`src/rtl/qlk0rmuldiv1v1_mul_seq_if.sv`:
```
// Command/status bus between the MULDIV command issuer plus combinational multiplier (master)
// and the multiply sequencer (slave).
interface qlk0rmuldiv1v1_mul_seq_if;
  logic        start;
  logic [1:0]  op;
  logic        sgn;
  logic [15:0] opa;
  logic [15:0] opb;
  logic        busy;
  logic        done;
  logic [31:0] result;
  logic        macovf;
  logic [15:0] mula;
  logic [15:0] mulb;
  logic        mdsm;
  logic [31:0] mulo;

  // The master side also hosts the combinational multiplier, so it sources mulo.
  modport master (
    output start, op, sgn, opa, opb, mulo,
    input  busy, done, result, macovf, mula, mulb, mdsm
  );

  modport slave (
    input  start, op, sgn, opa, opb, mulo,
    output busy, done, result, macovf, mula, mulb, mdsm
  );
endinterface

```
`src/rtl/qlk0rmuldiv1v1_mul_seq.sv`:
```
// Sequencer for the MULDIV 16x16 multiplier: MUL/MAC/CLR commands, 32-bit accumulator, sticky overflow.
// Optional build macro MULDIV_MAC_SAT_EN: saturate the accumulator on MAC overflow instead of wrapping.
module qlk0rmuldiv1v1_mul_seq #(
  parameter int WAIT_CYC = 2
) (
  input logic                         i_clk,
  input logic                         i_rst,
  qlk0rmuldiv1v1_mul_seq_if.slave     bus
);

  typedef enum logic [1:0] {ST_IDLE, ST_WAIT, ST_CAPT} state_t;

  localparam logic [1:0] OP_MUL = 2'b00;
  localparam logic [1:0] OP_MAC = 2'b01;
  localparam logic [1:0] OP_CLR = 2'b10;
  localparam logic [3:0] C_WAIT = 4'(WAIT_CYC);
  localparam bit         SHORT  = (WAIT_CYC == 1);

  state_t      r_state, w_state_next;
  logic [3:0]  r_cnt, w_cnt_next;
  logic        r_mac, w_mac_next;
  logic [31:0] r_acc, w_acc_next;
  logic [31:0] r_result, w_result_next;
  logic        r_done, w_done_next;
  logic        r_macovf, w_macovf_next;
  logic [15:0] r_mula, w_mula_next;
  logic [15:0] r_mulb, w_mulb_next;
  logic        r_mdsm, w_mdsm_next;

  logic [32:0] w_sum;
  logic        w_ovf;
  logic [31:0] w_mac_val;

  assign w_sum = {1'b0, r_acc} + {1'b0, bus.mulo};
  assign w_ovf = r_mdsm ? ((r_acc[31] == bus.mulo[31]) && (w_sum[31] != r_acc[31])) : w_sum[32];

`ifdef MULDIV_MAC_SAT_EN
  // Signed overflow direction follows the shared operand sign.
  assign w_mac_val = !w_ovf  ? w_sum[31:0] :
                     !r_mdsm ? 32'hFFFF_FFFF :
                     r_acc[31] ? 32'h8000_0000 : 32'h7FFF_FFFF;
`else
  assign w_mac_val = w_sum[31:0];
`endif

  always_ff @(posedge i_clk) begin
    if (i_rst) begin
      r_state  <= ST_IDLE;
      r_cnt    <= '0;
      r_mac    <= 1'b0;
      r_acc    <= '0;
      r_result <= '0;
      r_done   <= 1'b0;
      r_macovf <= 1'b0;
      r_mula   <= '0;
      r_mulb   <= '0;
      r_mdsm   <= 1'b0;
    end else begin
      r_state  <= w_state_next;
      r_cnt    <= w_cnt_next;
      r_mac    <= w_mac_next;
      r_acc    <= w_acc_next;
      r_result <= w_result_next;
      r_done   <= w_done_next;
      r_macovf <= w_macovf_next;
      r_mula   <= w_mula_next;
      r_mulb   <= w_mulb_next;
      r_mdsm   <= w_mdsm_next;
    end
  end

  always_comb begin
    w_state_next  = r_state;
    w_cnt_next    = r_cnt;
    w_mac_next    = r_mac;
    w_acc_next    = r_acc;
    w_result_next = r_result;
    w_done_next   = 1'b0;
    w_macovf_next = r_macovf;
    w_mula_next   = r_mula;
    w_mulb_next   = r_mulb;
    w_mdsm_next   = r_mdsm;
    case (r_state)
      ST_IDLE: begin
        if (bus.start) begin
          case (bus.op)
            OP_MUL, OP_MAC: begin
              w_mula_next  = bus.opa;
              w_mulb_next  = bus.opb;
              w_mdsm_next  = bus.sgn;
              w_mac_next   = (bus.op == OP_MAC);
              w_cnt_next   = C_WAIT;
              w_state_next = SHORT ? ST_CAPT : ST_WAIT;
            end
            OP_CLR: begin
              w_acc_next    = '0;
              w_macovf_next = 1'b0;
              w_result_next = '0;
              w_done_next   = 1'b1;
            end
            default: w_done_next = 1'b1;
          endcase
        end
      end
      ST_WAIT: begin
        // CAPT is the last settle cycle, so leave WAIT one count early.
        w_cnt_next = r_cnt - 4'd1;
        if (r_cnt == 4'd2) w_state_next = ST_CAPT;
      end
      ST_CAPT: begin
        if (r_mac) begin
          w_acc_next    = w_mac_val;
          w_result_next = w_mac_val;
          if (w_ovf) w_macovf_next = 1'b1;
        end else begin
          w_result_next = bus.mulo;
        end
        w_done_next  = 1'b1;
        w_cnt_next   = '0;
        w_state_next = ST_IDLE;
      end
      default: w_state_next = ST_IDLE;
    endcase
  end

  assign bus.busy   = (r_state != ST_IDLE);
  assign bus.done   = r_done;
  assign bus.result = r_result;
  assign bus.macovf = r_macovf;
  assign bus.mula   = r_mula;
  assign bus.mulb   = r_mulb;
  assign bus.mdsm   = r_mdsm;

endmodule

```
`src/flat_wrapper.sv`:
```
// flat-port wrapper written by rule: the top's interface ports become plain ports
module qlk0rmuldiv1v1_mul_seq_flat 
#(
  parameter int WAIT_CYC = 2
)
  (i_clk, i_rst, bus_start, bus_op, bus_sgn, bus_opa, bus_opb, bus_mulo, bus_busy, bus_done, bus_result, bus_macovf, bus_mula, bus_mulb, bus_mdsm);
  qlk0rmuldiv1v1_mul_seq_if bus_i ();
  input logic i_clk;
  input logic i_rst;
  input wire logic [$bits(bus_i.start)-1:0] bus_start;
  input wire logic [$bits(bus_i.op)-1:0] bus_op;
  input wire logic [$bits(bus_i.sgn)-1:0] bus_sgn;
  input wire logic [$bits(bus_i.opa)-1:0] bus_opa;
  input wire logic [$bits(bus_i.opb)-1:0] bus_opb;
  input wire logic [$bits(bus_i.mulo)-1:0] bus_mulo;
  output wire logic [$bits(bus_i.busy)-1:0] bus_busy;
  output wire logic [$bits(bus_i.done)-1:0] bus_done;
  output wire logic [$bits(bus_i.result)-1:0] bus_result;
  output wire logic [$bits(bus_i.macovf)-1:0] bus_macovf;
  output wire logic [$bits(bus_i.mula)-1:0] bus_mula;
  output wire logic [$bits(bus_i.mulb)-1:0] bus_mulb;
  output wire logic [$bits(bus_i.mdsm)-1:0] bus_mdsm;
  assign bus_i.start = bus_start;
  assign bus_i.op = bus_op;
  assign bus_i.sgn = bus_sgn;
  assign bus_i.opa = bus_opa;
  assign bus_i.opb = bus_opb;
  assign bus_i.mulo = bus_mulo;
  assign bus_busy = bus_i.busy;
  assign bus_done = bus_i.done;
  assign bus_result = bus_i.result;
  assign bus_macovf = bus_i.macovf;
  assign bus_mula = bus_i.mula;
  assign bus_mulb = bus_i.mulb;
  assign bus_mdsm = bus_i.mdsm;
  qlk0rmuldiv1v1_mul_seq #(.WAIT_CYC(WAIT_CYC)) u_core (.i_clk(i_clk), .i_rst(i_rst), .bus(bus_i));
endmodule
```
`config.mk`:
```
export PLATFORM = sky130hd
export DESIGN_NAME = qlk0rmuldiv1v1_mul_seq_flat
export DESIGN_NICKNAME = d
export VERILOG_FILES = /design/src/rtl/qlk0rmuldiv1v1_mul_seq_if.sv /design/src/rtl/qlk0rmuldiv1v1_mul_seq.sv /design/src/flat_wrapper.sv
export SDC_FILE = /design/constraint.sdc
export NUM_CORES = 1
export LEC_CHECK = 0
export ABC_AREA = 1
export ABC_CLOCK_PERIOD_IN_PS = 1840
export BUFFER_PORTS_ARGS = -buffer_cell sky130_fd_sc_hd__buf_2
export CORE_UTILIZATION = 49
export CTS_CLUSTER_SIZE = 8
export DETAILED_ROUTE_END_ITERATION = 10
export PLACE_DENSITY = 0.85
export SETUP_SLACK_MARGIN = 0.05
export SYNTH_ARGS = -nofsm -noshare
export SYNTH_HDL_FRONTEND = slang
export SYNTH_SLANG_ARGS = --single-unit
```
`constraint.sdc`:
```
create_clock -name i_clk -period 1.84 [get_ports i_clk]
set_input_delay 0.092 -clock i_clk [delete_from_list [all_inputs] [get_ports i_clk]]
set_output_delay 0.092 -clock i_clk [all_outputs]
set_load 0.01 [all_outputs]
```
Word-level counts from Yosys, hierarchy flattened:

Cells that the tools add are included.

* bits in registers: 106
* bits of input ports: 70
* output and inout port bits: 68

* muxes and demuxes: 22
* add/sub/neg operators: 2
* equality and inequality tests: 13
* reduce and logical (&&, ||, !) cells: 13

Operators with widths (number)
* $mux W32: 4
* $pmux W32 S2: 2
* $add A32 B32 Y33: 1
* $pmux W4 S3: 1
* $reduce_and A3 Y1: 4
* $mux W4: 2
* $mux W1: 7
* $mux W2: 3
* $ne A2 B1 Y1 const B: 3
* $ne A2 B2 Y1 const B: 3
* $reduce_and A5 Y1: 1
* $eq A2 B1 Y1 const B: 2
* $eq A2 B2 Y1 const B: 2
* $eq A4 B2 Y1 const B: 1
* $logic_not A2 Y1: 2
* $pmux W1 S2: 2
* $pmux W2 S2: 1
* $reduce_and A4 Y1: 1
* $reduce_bool A2 Y1: 2
* $sub A4 B1 Y4 const B: 1
* $reduce_bool A3 Y1: 1
* $reduce_or A2 Y1: 1
* $eq A1 B1 Y1: 1
* $logic_and A1 B1 Y1: 1
* $ne A1 B1 Y1: 1

Logic depth before layout (Yosys ltp):

Gate-level depths: netlist of run 1.

* depth after elaboration: 7
* depth in mapped cells: 14
* depth with buffers taken out: 14

Worst setup path after synthesis of run 1:

OpenSTA, ideal clock, no wires.

* kind: reg-to-reg
* from: reg u_core.r_acc[0]
* to: reg u_core.r_result[14] (netlist: u_core.bus.result[14])
* buffers on the path: 0
* slack: 0.049 ns
* library setup time: 0.132 ns
* required time: 1.708 ns
* stages on the path, launching flop included: 12
* data arrival time: 1.658 ns
* cell sequence: dfxtp_1 -> ha_1 -> fa_1 -> nand2_1 -> nand2_1 -> nand2_1 -> o21bai_1 -> nand2_1 -> nand2_1 -> or2_0 -> nand3_1 -> a31oi_1

* cells in the longest elaborated chain, start to end: 3

Ends and longest elaborated chain
* from (decl): RTL line qlk0rmuldiv1v1_mul_seq.sv:22 `logic [31:0] r_acc, w_acc_next;`
* from (signal assigned): RTL line qlk0rmuldiv1v1_mul_seq.sv:62 `r_acc <= w_acc_next;`
* $add A32 B32 Y33: RTL line qlk0rmuldiv1v1_mul_seq.sv:34 `assign w_sum = {1'b0, r_acc} + {1'b0, bus.mulo};`
* $mux W32: RTL line qlk0rmuldiv1v1_mul_seq.sv:111 `if (r_mac) begin`
* $pmux W32 S2: RTL line qlk0rmuldiv1v1_mul_seq.sv:83 `case (r_state)`
* to (signal assigned): RTL line qlk0rmuldiv1v1_mul_seq.sv:63 `r_result <= w_result_next;`
* to (decl): RTL line qlk0rmuldiv1v1_mul_seq.sv:23 `logic [31:0] r_result, w_result_next;`

No other way between the ends.
A chain may end at the register's enable or synchronous reset.

Final worst setup path of run 1:

* from: reg u_core.r_acc[6]
* to: reg u_core.r_acc[20]

* cells in the longest elaborated chain, start to end: 3

Ends and longest elaborated chain (RTL line)
* $add A32 B32 Y33: qlk0rmuldiv1v1_mul_seq.sv:34
* $mux W32: qlk0rmuldiv1v1_mul_seq.sv:111
* $pmux W32 S2: qlk0rmuldiv1v1_mul_seq.sv:83

No other way between the ends. The select of a mux whose other input is x is not followed.

==> results of run 1 <==
==> how the worst min path moves through the flow <==
stage | start | to | slack [ps] | cells after the start
2_1_floorplan | bus_sgn | u_core.bus.mdsm | 230 | 2
3_3_place_gp | bus_opb[15] | u_core.bus.mulb[15] | 310 | 3
3_5_place_dp | bus_opa[4] | u_core.bus.mula[4] | 320 | 3
4_1_cts | bus_start | u_core.bus.done | 2 | 3
5_1_grt | bus_start | u_core.bus.done | 20 | 3
6_report | bus_start | u_core.bus.done | 20 | 3
==> area by class of cell <==
cell class                 instances  area (um^2)
clock inverter                     6         97.6
clock buffer                      10          229
tap                              147          184
timing repair buffer             251         1730
sequential                       106         2150
multi-input combinational        657         4490
fill                             738         2820
inverter                          83          317
==> timing repair <==
action,in CTS,in global routing
endpoints found under the setup margin,57,68
cloned,1,2
buffers inserted,8,10
gates resized for setup,130,108
hold endpoints to repair,34,0
pin swaps,28,46
hold buffers,34,0
==> synth_stat cells, types with 8 or more instances <==
cell type and instances:
a21oi_1 91, a22o_1 14, a31oi_1 18, clkbuf_1 20, dfxtp_1 106, ha_1 38
inv_1 77, nand2_1 219, nand2_2 12, nand3_1 36, nor2_1 109, nor3_1 8
o21ai_0 45, o21bai_1 8, xor2_1 12
==> routing by layer <==
metal  share of wire, %  GRT usage [%]  vias up
met2                 47           56.3      541
met5                  0              0        -
met3                 11           7.93      148
met1                 36           34.9     3467
li1                   -              -     3352
met4                6.8           13.1        0
==> cells by family after synthesis <==
family | Yosys count | synth area share (%)
AO/OA/AOI/OAI | 186 | 17.4
AND/OR/NAND/NOR | 417 | 29.6
adder cells (fa/ha/maj) | 39 | 8.23
buffers and inverters | 113 | 7.35
flip-flops | 106 | 35.2
XOR/XNOR | 15 | 2.18
==> registers in the layout, indices dropped and copies added (netlist names) <==
| register | count |
|---|---|
| u_core.bus.done | 1 |
| u_core.r_mac | 1 |
| u_core.bus.mulb | 16 |
| u_core.bus.result | 32 |
| u_core.bus.mula | 16 |
| u_core.bus.mdsm | 1 |
| u_core.r_cnt | 4 |
| u_core.bus.macovf | 1 |
| u_core.r_acc | 32 |
| u_core.r_state | 2 |
==> power groups by stage <==
stage	clock network, uW	registers, uW	logic, uW
2_1_floorplan	0	2820	1040
3_3_place_gp	0	2720	1790
3_5_place_dp	0	2730	1840
4_1_cts	2170	2690	2070
5_1_grt	2270	2750	2490
6_report	2160	2720	2320
==> per-stage QoR <==
stage,power (uW),util [%],setup WS [ps],TNS (ps)
6_report,7200,76.6,-316,-8100
5_1_grt,7510,76.6,-331,-10010
4_1_cts,6930,72.3,-16.1,-25.5
3_5_place_dp,4570,60.5,-123,-2450
3_3_place_gp,4510,60.5,-99.6,-1400
2_1_floorplan,3850,-,61.2,0
==> cells in the final DEF (no fill, tap or decap), types with 32 or more instances in the layout <==
cell type / count
a21oi_1: 67
buf_2: 137
buf_4: 68
dfxtp_1: 82
dlygate4sd3_1: 34
ha_4: 32
inv_1: 69
nand2_1: 181
nand2_2: 34
nor2_1: 91
o21ai_0: 43
==> worst max-delay path, delay by kind of cell (launching register included) <==
kind                       cells  cell delay, ps
DFF                            1             400
and+or+nand+nor                7             930
AOI/OAI and AO/OA              2             290
buffers and inverters          1             100
adders and majority gates      1             250
==> impl_metrics.json, run 1 <==
{
  "crit_chain": "ha_4 > nand2_1 > inv_1 > a21oi_2 > nand2_4 > nand2_4 > nand3_4 > nand2_2 > nand3b_1 > nand3_2 > a21oi_1",
  "fin_crit_ps": 2160,
  "power.switching_uw": 2510,
  "design.core.area_um2": 12000,
  "finalMaxSlewViolations": 0,
  "die_w_um": 113,
  "cp.arrival_ps": 2370,
  "drc": 0,
  "wl_per_cell_um": 19.4,
  "status": "complete, but fails checks",
  "syn_to_final_growth_pct": 52.7,
  "syn_avg_cell_area_um2": 6.88,
  "worst_slack_ps": -316,
  "tightest_slew_ps": 783,
  "fmax_mhz": 464,
  "vdd_drop_max_uv": 926,
  "fin_crit_sh_pct": 117,
  "h-tree-depth": 3,
  "hold_viol": 0,
  "drt_wl_total_um": 24500,
  "p_seq_share_pct": 37.8,
  "r2r_cells": 11,
  "clkLatencyLatePin_ps": 370,
  "grt.total_usage_pct": 31.2,
  "cap_violations": 0,
  "cts.path.max_buffers": 2,
  "stdcell_count": 1260,
  "rsz0062_at_grt": "true",
  "crit_path_end_kind": "register",
  "firstDrtPassIters": 7,
  "dieArea_um2": 12700,
  "grt_max_degree": 68,
  "root_buffer": "clkbuf_16",
  "critical_path_class": "register to register",
  "max_slew_margin_pct": 47.8,
  "hold_class": "input port to register",
  "worstPathRequired_ps": 2060,
  "r2r_slack_ps": -320,
  "ant_nets": 0,
  "syn_area_um2": 6020,
  "yosysWarningCount": 0,
  "start_kind": "register",
  "place_area_um2": 7260,
  "synth.area.top_cells": "dfxtp_1, nand2_1, ha_1",
  "core.rowCount": 40,
  "fin_area_um2": 9200,
  "path_clk_slew_ps": 80,
  "switching_share_pct": 34.9,
  "gr-total-overflow": 0,
  "syn_nets": 985,
  "r2r-start": "u_core.r_acc[6]",
  "synth-edff-count": 0,
  "total_leakage_power_uw": 0.00420,
  "intPower_uw": 4690,
  "synth_seq_cells": 106,
  "nets": 1217,
  "async_flop_share_pct": 0,
  "cp-startpoint": "u_core.r_acc[6]",
  "p_per_area_nw_per_um2": 783,
  "synth.largest_area_cell": "dfxtp_1",
  "worstSetupEndpoint": "u_core.r_acc[20]",
  "synth_flop_cell": "dfxtp_1",
  "numCtsBuffers": 9,
  "clock_sinks": 106,
  "fin_skew_ps": 10.8,
  "grt_pass1_wl_um": 31700,
  "crit_top_cell": "nand2_4",
  "synth_top_area_share_pct": 35.2,
  "path_max_fanout": 5,
  "setup_viol": 48,
  "synth_cell_type_count": 41,
  "cts_tree": "built",
  "start_util_pct": 50.1,
  "rr_endpoint": "u_core.r_acc[20]",
  "antenna_found_initial": 0,
  "slowest_delay_ps": 400,
  "violations": "negative setup slack",
  "vias": 7508,
  "drive_gt1_share_pct": 39.8,
  "clkPwrFrac_pct": 30.0,
  "gp_congestion": 0.930,
  "hold_ws_ps": 19.6,
  "io_pins": 138,
  "vias_per_cell": 5.96,
  "drt_iter0_markers": 780,
  "ys_seq_area_share_pct": 35.2,
  "combPwrFrac_pct": 32.2,
  "dp.cells": 1193,
  "syn_inst": 876,
  "io_buffers": 137,
  "n_antenna_cell": 0,
  "die_y_um": 113,
  "dp.final_hpwl_um": 12500,
  "slowest_stage": "dfxtp_2",
  "grt_pass1_vias": 6764
}
Power figures use the tool's default switching activity.
==> inputs of run 2 (changes only) <==
--- a/config.mk
+++ b/config.mk
@@ -6,12 +6,11 @@
 export NUM_CORES = 1
 export LEC_CHECK = 0
 export ABC_AREA = 1
-export ABC_CLOCK_PERIOD_IN_PS = 1840
 export BUFFER_PORTS_ARGS = -buffer_cell sky130_fd_sc_hd__buf_2
 export CORE_UTILIZATION = 49
 export CTS_CLUSTER_SIZE = 8
 export DETAILED_ROUTE_END_ITERATION = 10
-export PLACE_DENSITY = 0.85
+export PLACE_DENSITY = 0.83
 export SETUP_SLACK_MARGIN = 0.05
 export SYNTH_ARGS = -nofsm -noshare
 export SYNTH_HDL_FRONTEND = slang
==> run 2 against run 1 <==
Against the previous run: the run still ends with negative setup slack left; clock skew up 4.1 ps; clock power about the same; combinational power decreased by 2%; largest cell class unchanged; die area stayed put; sequential cell count is the same; first-iteration DRC count decreased by 36%; critical path type unchanged; count of clock-buffer cells in the layout down 1; maximum frequency increased by 9.9%; routed wire length is 12% lower; hold slack better by 6.3 ps; final cell count is 1.0% lower.
==> impl_metrics.json, run 2 (same netlist as run 1, synthesis figures left out) <==
{
  "vdd_drop_max_uv": 903,
  "fin_crit_ps": 1960,
  "tightest_slew_ps": 748,
  "violations": "negative setup slack",
  "grt_pass1_wl_um": 30300,
  "min_to": "u_core.bus.result[6]",
  "hold_start": "bus_mulo[6]",
  "numCtsBuffers": 9,
  "power.switching_uw": 2470,
  "io_pins": 138,
  "dp.final_hpwl_um": 12000,
  "worstPathRequired_ps": 2060,
  "ant_nets": 0,
  "die_y_um": 113,
  "fmax_mhz": 510,
  "gp_congestion": 0.944,
  "drt_iter0_markers": 499,
  "h-tree-depth": 3,
  "core.rowCount": 40,
  "firstDrtPassIters": 5,
  "nets": 1204,
  "clkPwrFrac_pct": 30.2,
  "cp_top_family": "simple AND/OR/NAND/NOR gates",
  "io_buffers": 137,
  "r2r_slack_ps": -120,
  "p_seq_share_pct": 38.0,
  "die_w_um": 113,
  "setup_viol": 35,
  "drive_gt1_share_pct": 38.0,
  "n_antenna_cell": 0,
  "hold_class": "input port to register",
  "r2r-start": "u_core.r_acc[0]",
  "p_per_area_nw_per_um2": 800,
  "cts.path.max_buffers": 2,
  "design.core.area_um2": 12000,
  "rr_endpoint": "u_core.bus.result[14]",
  "switching_share_pct": 34.5,
  "critical_path_class": "register to register",
  "vias_per_cell": 5.67,
  "syn_to_final_growth_pct": 48.9,
  "crit_path_end_kind": "register",
  "fin_crit_sh_pct": 107,
  "combPwrFrac_pct": 31.8,
  "rsz0062_at_grt": "true",
  "slowest_stage": "dfxtp_2",
  "start_kind": "register",
  "layout_common_cells": "nand2_1, buf_2, nor2_1",
  "wl_per_cell_um": 17.2,
  "fin_skew_ps": 14.9,
  "fin_area_um2": 8970,
  "slowest_delay_ps": 340,
  "cts_tree": "built",
  "max_slew_margin_pct": 50.1,
  "root_buffer": "clkbuf_16",
  "path_buf_inv": 0,
  "antenna_found_initial": 0,
  "intPower_uw": 4700,
  "drc": 0,
  "crit_top_cell": "nand2_2",
  "cap_violations": 0,
  "fin_setup_tns_ps": -1850,
  "grt.total_usage_pct": 29.7,
  "status": "complete, but fails checks",
  "clock_sinks": 106,
  "layout_commonest_cell": "nand2_1",
  "start_util_pct": 50.1,
  "path_max_fanout": 4,
  "cp.arrival_ps": 2180,
  "gr-total-overflow": 0,
  "worst_slack_ps": -121,
  "vias": 7070,
  "hold_viol": 0,
  "holdPathStages": 3,
  "r2r_cells": 11,
  "clkLatencyLatePin_ps": 370,
  "crit_chain": "ha_4 > fa_2 > nand2_2 > nand2_2 > nand2_2 > o21bai_1 > nand2_1 > nand2_4 > or2_0 > nand3_1 > a31oi_1",
  "grt_max_degree": 68,
  "grt_pass1_vias": 6489,
  "finalMaxSlewViolations": 0,
  "drt_wl_total_um": 21500,
  "total_leakage_power_uw": 0.00412,
  "path_clk_slew_ps": 80,
  "dieArea_um2": 12700,
  "place_area_um2": 7170
}
[run 2: cell count changes in the layout (fill, tap and decap cells not counted), sizes merged]
cell | before | now
buf | 215 | 203
clkbuf | 12 | 11
clkinv | 2 | 1
clkinvlp | 0 | 1
dlygate4sd3 | 34 | 33
inv | 85 | 86
[run 2: timing repair]
action | 4_1_cts | 5_1_grt
pin swaps | 26 | 36
cloned | 1 | 2
setup buffers | 4 | 12
resized for setup | 103 | 109
endpoints found under the setup margin | 59 | 64
hold buffers | 33 | 0
hold endpoints to repair | 33 | 0
[run 2: metal layers]
layer  global-route usage, %  part of all wire, %  wire [um]
met3                    6.37                  7.9       1700
met2                    52.9                   49      10600
met1                    35.0                   39       8440
met5                       0                    0          0
met4                    11.5                  3.4        734
[run 2: worst max path at each step]
stage	cells past startpoint	to	slack (ps)	start
floorplan	11	u_core.bus.result[14]	60	u_core.r_acc[0]
global placement	12	u_core.r_acc[20]	-90	u_core.r_acc[0]
detailed placement	13	u_core.r_acc[20]	-120	u_core.r_acc[0]
CTS	11	u_core.bus.result[14]	-20	u_core.r_acc[0]
global route	12	u_core.r_acc[23]	-200	u_core.r_acc[6]
finish	11	u_core.bus.result[14]	-120	u_core.r_acc[0]
[run 2: worst min-delay path, delay by kind of cell]
kind / cells / cell delay, ps
AO/OA/AOI/OAI: 1 / 70
AND/OR/NAND/NOR: 1 / 60
buffers and inverters: 1 / 120
[run 2: layout make-up]
cell class | instances | area (um^2)
inverters | 83 | 317
fillers | 804 | 3040
repair buffers | 238 | 1640
well taps | 147 | 184
clock inverters | 7 | 108
clock buffers | 9 | 225
flip-flops and latches | 106 | 2150
multi-input cells | 657 | 4340
[run 2: stage by stage]
step	utilization (%)	cells	worst slack [ps]	total power (uW)	hold slack [ps]
after global placement	59.7	1179	-85.0	4480	311
after floorplan	-	876	61.2	3850	227
after global routing	74.7	1247	-202	7540	27.8
final	74.7	1247	-121	7180	25.9
after CTS	70.2	1233	-15.1	6880	2.34
after detailed placement	59.7	1179	-116	4530	320
[run 2: power by group through the flow]
| stage | registers, uW | logic, uW | clock network, uW |
|---|---|---|---|
| CTS | 2710 | 1980 | 2190 |
| finish | 2730 | 2280 | 2170 |
| floorplan | 2820 | 1040 | 0 |
| detailed placement | 2740 | 1790 | 0 |
| global route | 2750 | 2490 | 2300 |
| global placement | 2740 | 1750 | 0 |
==> inputs of run 3 (changes only) <==
==> constraint.sdc (replaced) <==
create_clock -name i_clk -period 1.84 [get_ports i_clk]
set_input_delay 0.368 -clock i_clk [delete_from_list [all_inputs] [get_ports i_clk]]
set_output_delay 0.368 -clock i_clk [all_outputs]
set_load 0.01 [all_outputs]
==> run 3 against run 2 <==
Against the previous run: the run still ends with negative setup slack left; sequential cell count unchanged; maximum frequency down 2.2%; count of clock-buffer cells in the layout up 2; routed wire length up 3.9%; first-iteration DRC count up 9.4%; register-to-register slack worse by 40 ps; highest routed layer unchanged.
==> impl_metrics.json, run 3 (same netlist as run 1, synthesis figures left out) <==
{
  "status": "complete, but fails checks",
  "violations": "negative setup slack",
  "cp_num_cells": 10,
  "vias_per_cell": 5.85,
  "seqCellArea_um2": 2150,
  "core.rowCount": 40,
  "wl_per_cell_um": 17.9,
  "final_core_util_pct": 75.3,
  "fmax_mhz": 499,
  "gr-total-overflow": 0,
  "gp_congestion": 0.945,
  "r2r_cells": 10,
  "worstPathRequired_ps": 2050,
  "p_per_area_nw_per_um2": 785,
  "cp-startpoint": "u_core.r_acc[18]",
  "die_y_um": 113,
  "firstDrtPassIters": 9,
  "cp.arrival_ps": 2220,
  "multi_input_area_um2": 4520,
  "ant_nets": 0,
  "r2r-start": "u_core.r_acc[18]",
  "cap_violations": 0,
  "path_buf_inv": 1,
  "pre_cts_ws_ps": -333,
  "h-tree-depth": 3,
  "grt.total_usage_pct": 28.8,
  "cts.path.max_buffers": 2,
  "path_clk_slew_ps": 70,
  "finalMaxSlewViolations": 0,
  "grt_pass1_vias": 6445,
  "grt_max_degree": 68,
  "numCtsBuffers": 9,
  "setup_viol": 48,
  "crit_chain": "ha_4 > a21oi_2 > buf_4 > o21bai_1 > a21oi_2 > nor2_1 > nor2_1 > nand3_1 > nand3_1 > a21oi_1",
  "fin_crit_sh_pct": 109,
  "rsz0062_at_grt": "true",
  "start_util_pct": 50.1,
  "path_max_fanout": 5,
  "grt_pass1_wl_um": 29500,
  "dp.final_hpwl_um": 12400,
  "rr_endpoint": "u_core.r_acc[29]",
  "layout_commonest_cell": "nand2_1",
  "io_buffers": 137,
  "slowest_delay_ps": 390,
  "vias": 7302,
  "hold_buffers": 0,
  "hold_viol": 0,
  "layout_common_cells": "nand2_1, buf_2, buf_4",
  "drc": 0,
  "place_area_um2": 7450,
  "nets": 1206,
  "holdPathStages": 3,
  "max_slew_margin_pct": 48.1,
  "start_kind": "register",
  "cts_tree": "built",
  "nFillCells": 789,
  "hold_ws_ps": 218,
  "syn_to_final_growth_pct": 50.2,
  "fin_skew_ps": 10.3,
  "io_pins": 138,
  "design.core.area_um2": 12000,
  "worst_slack_ps": -165,
  "critical_path_class": "register to register",
  "clkLatencyLatePin_ps": 370,
  "n_antenna_cell": 0,
  "root_buffer": "clkbuf_16",
  "tightest_slew_ps": 779,
  "drt_wl_total_um": 22300,
  "fin_area_um2": 9040,
  "die_w_um": 113,
  "worstSetupEndpoint": "u_core.r_acc[29]",
  "fin_crit_ps": 2000,
  "slowest_stage": "dfxtp_1",
  "drive_gt1_share_pct": 43.2,
  "crit_path_end_kind": "register",
  "total_leakage_power_uw": 0.00421,
  "dieArea_um2": 12700,
  "r2r_slack_ps": -160,
  "vdd_drop_max_uv": 1140,
  "cp_top_family": "simple AND/OR/NAND/NOR gates",
  "clock_sinks": 106,
  "hold_class": "input port to register",
  "antenna_found_initial": 0,
  "drt_iter0_markers": 546
}
==> run 3: cell count changes in the layout (fill, tap and decap cells not counted), sizes merged <==
| cell | previous run | this run |
|---|---|---|
| buf | 203 | 239 |
| dlygate4sd3 | 33 | 0 |
| inv | 86 | 84 |
| clkbuf | 11 | 12 |
==> run 3: final cells by class <==
class,count,share of cell area (%)
Sequential cell,106,23.8
Inverter,83,3.56
Multi-Input combinational cell,657,49.9
Timing Repair Buffer,240,17.1
Clock buffer,11,2.68
Clock inverter,5,0.941
Tap cell,147,2.03
==> run 3: worst min path at each step <==
stage,start,endpoint
after floorplan,u_core.r_acc[14],u_core.r_acc[14]
after global placement,u_core.bus.macovf,u_core.bus.macovf
after detailed placement,u_core.bus.macovf,u_core.bus.macovf
after CTS,bus_opa[13],u_core.bus.mula[13]
after global routing,bus_opb[5],u_core.bus.mulb[5]
final,bus_opa[9],u_core.bus.mula[9]
==> run 3: worst register-to-register path, cell delays in order (launching register included) <==
cell	delay, ps
dfxtp_1	390
ha_4	240
a21oi_2	170
buf_4	150
o21bai_1	100
a21oi_2	170
nor2_1	70
nor2_1	170
nand3_1	150
nand3_1	160
a21oi_1	80
==> run 3: power breakdown <==
group	internal, uW	leakage, uW	switching, uW	total [uW]
registers	2560	0.000871	150	2710
clock network	1240	0.000156	912	2150
logic	880	0.00318	1360	2240
total	4680	0.00421	2420	7100
==> run 3: layer usage <==
layer	track usage, %	vias up	wire length, um
met1	33.8	3336	8130
met2	50.3	489	10600
li1	-	3325	-
met4	12.6	0	1590
met5	0	-	0
met3	6.53	152	2010
==> run 3: through the flow <==
step / power [uW] / instances / TNS (ps)
after floorplan: 3850 / 876 / -9.75
after global placement: 4540 / 1216 / -10740
after detailed placement: 4590 / 1216 / -12310
after CTS: 6850 / 1236 / -8.42
after global routing: 7410 / 1249 / -8640
final: 7100 / 1249 / -3880
==> run 3: what timing repair did <==
action	4_1_cts	5_1_grt
setup endpoints to repair	54	63
cloned	1	1
setup buffers	3	12
pin swaps	17	41
gates resized for setup	105	154
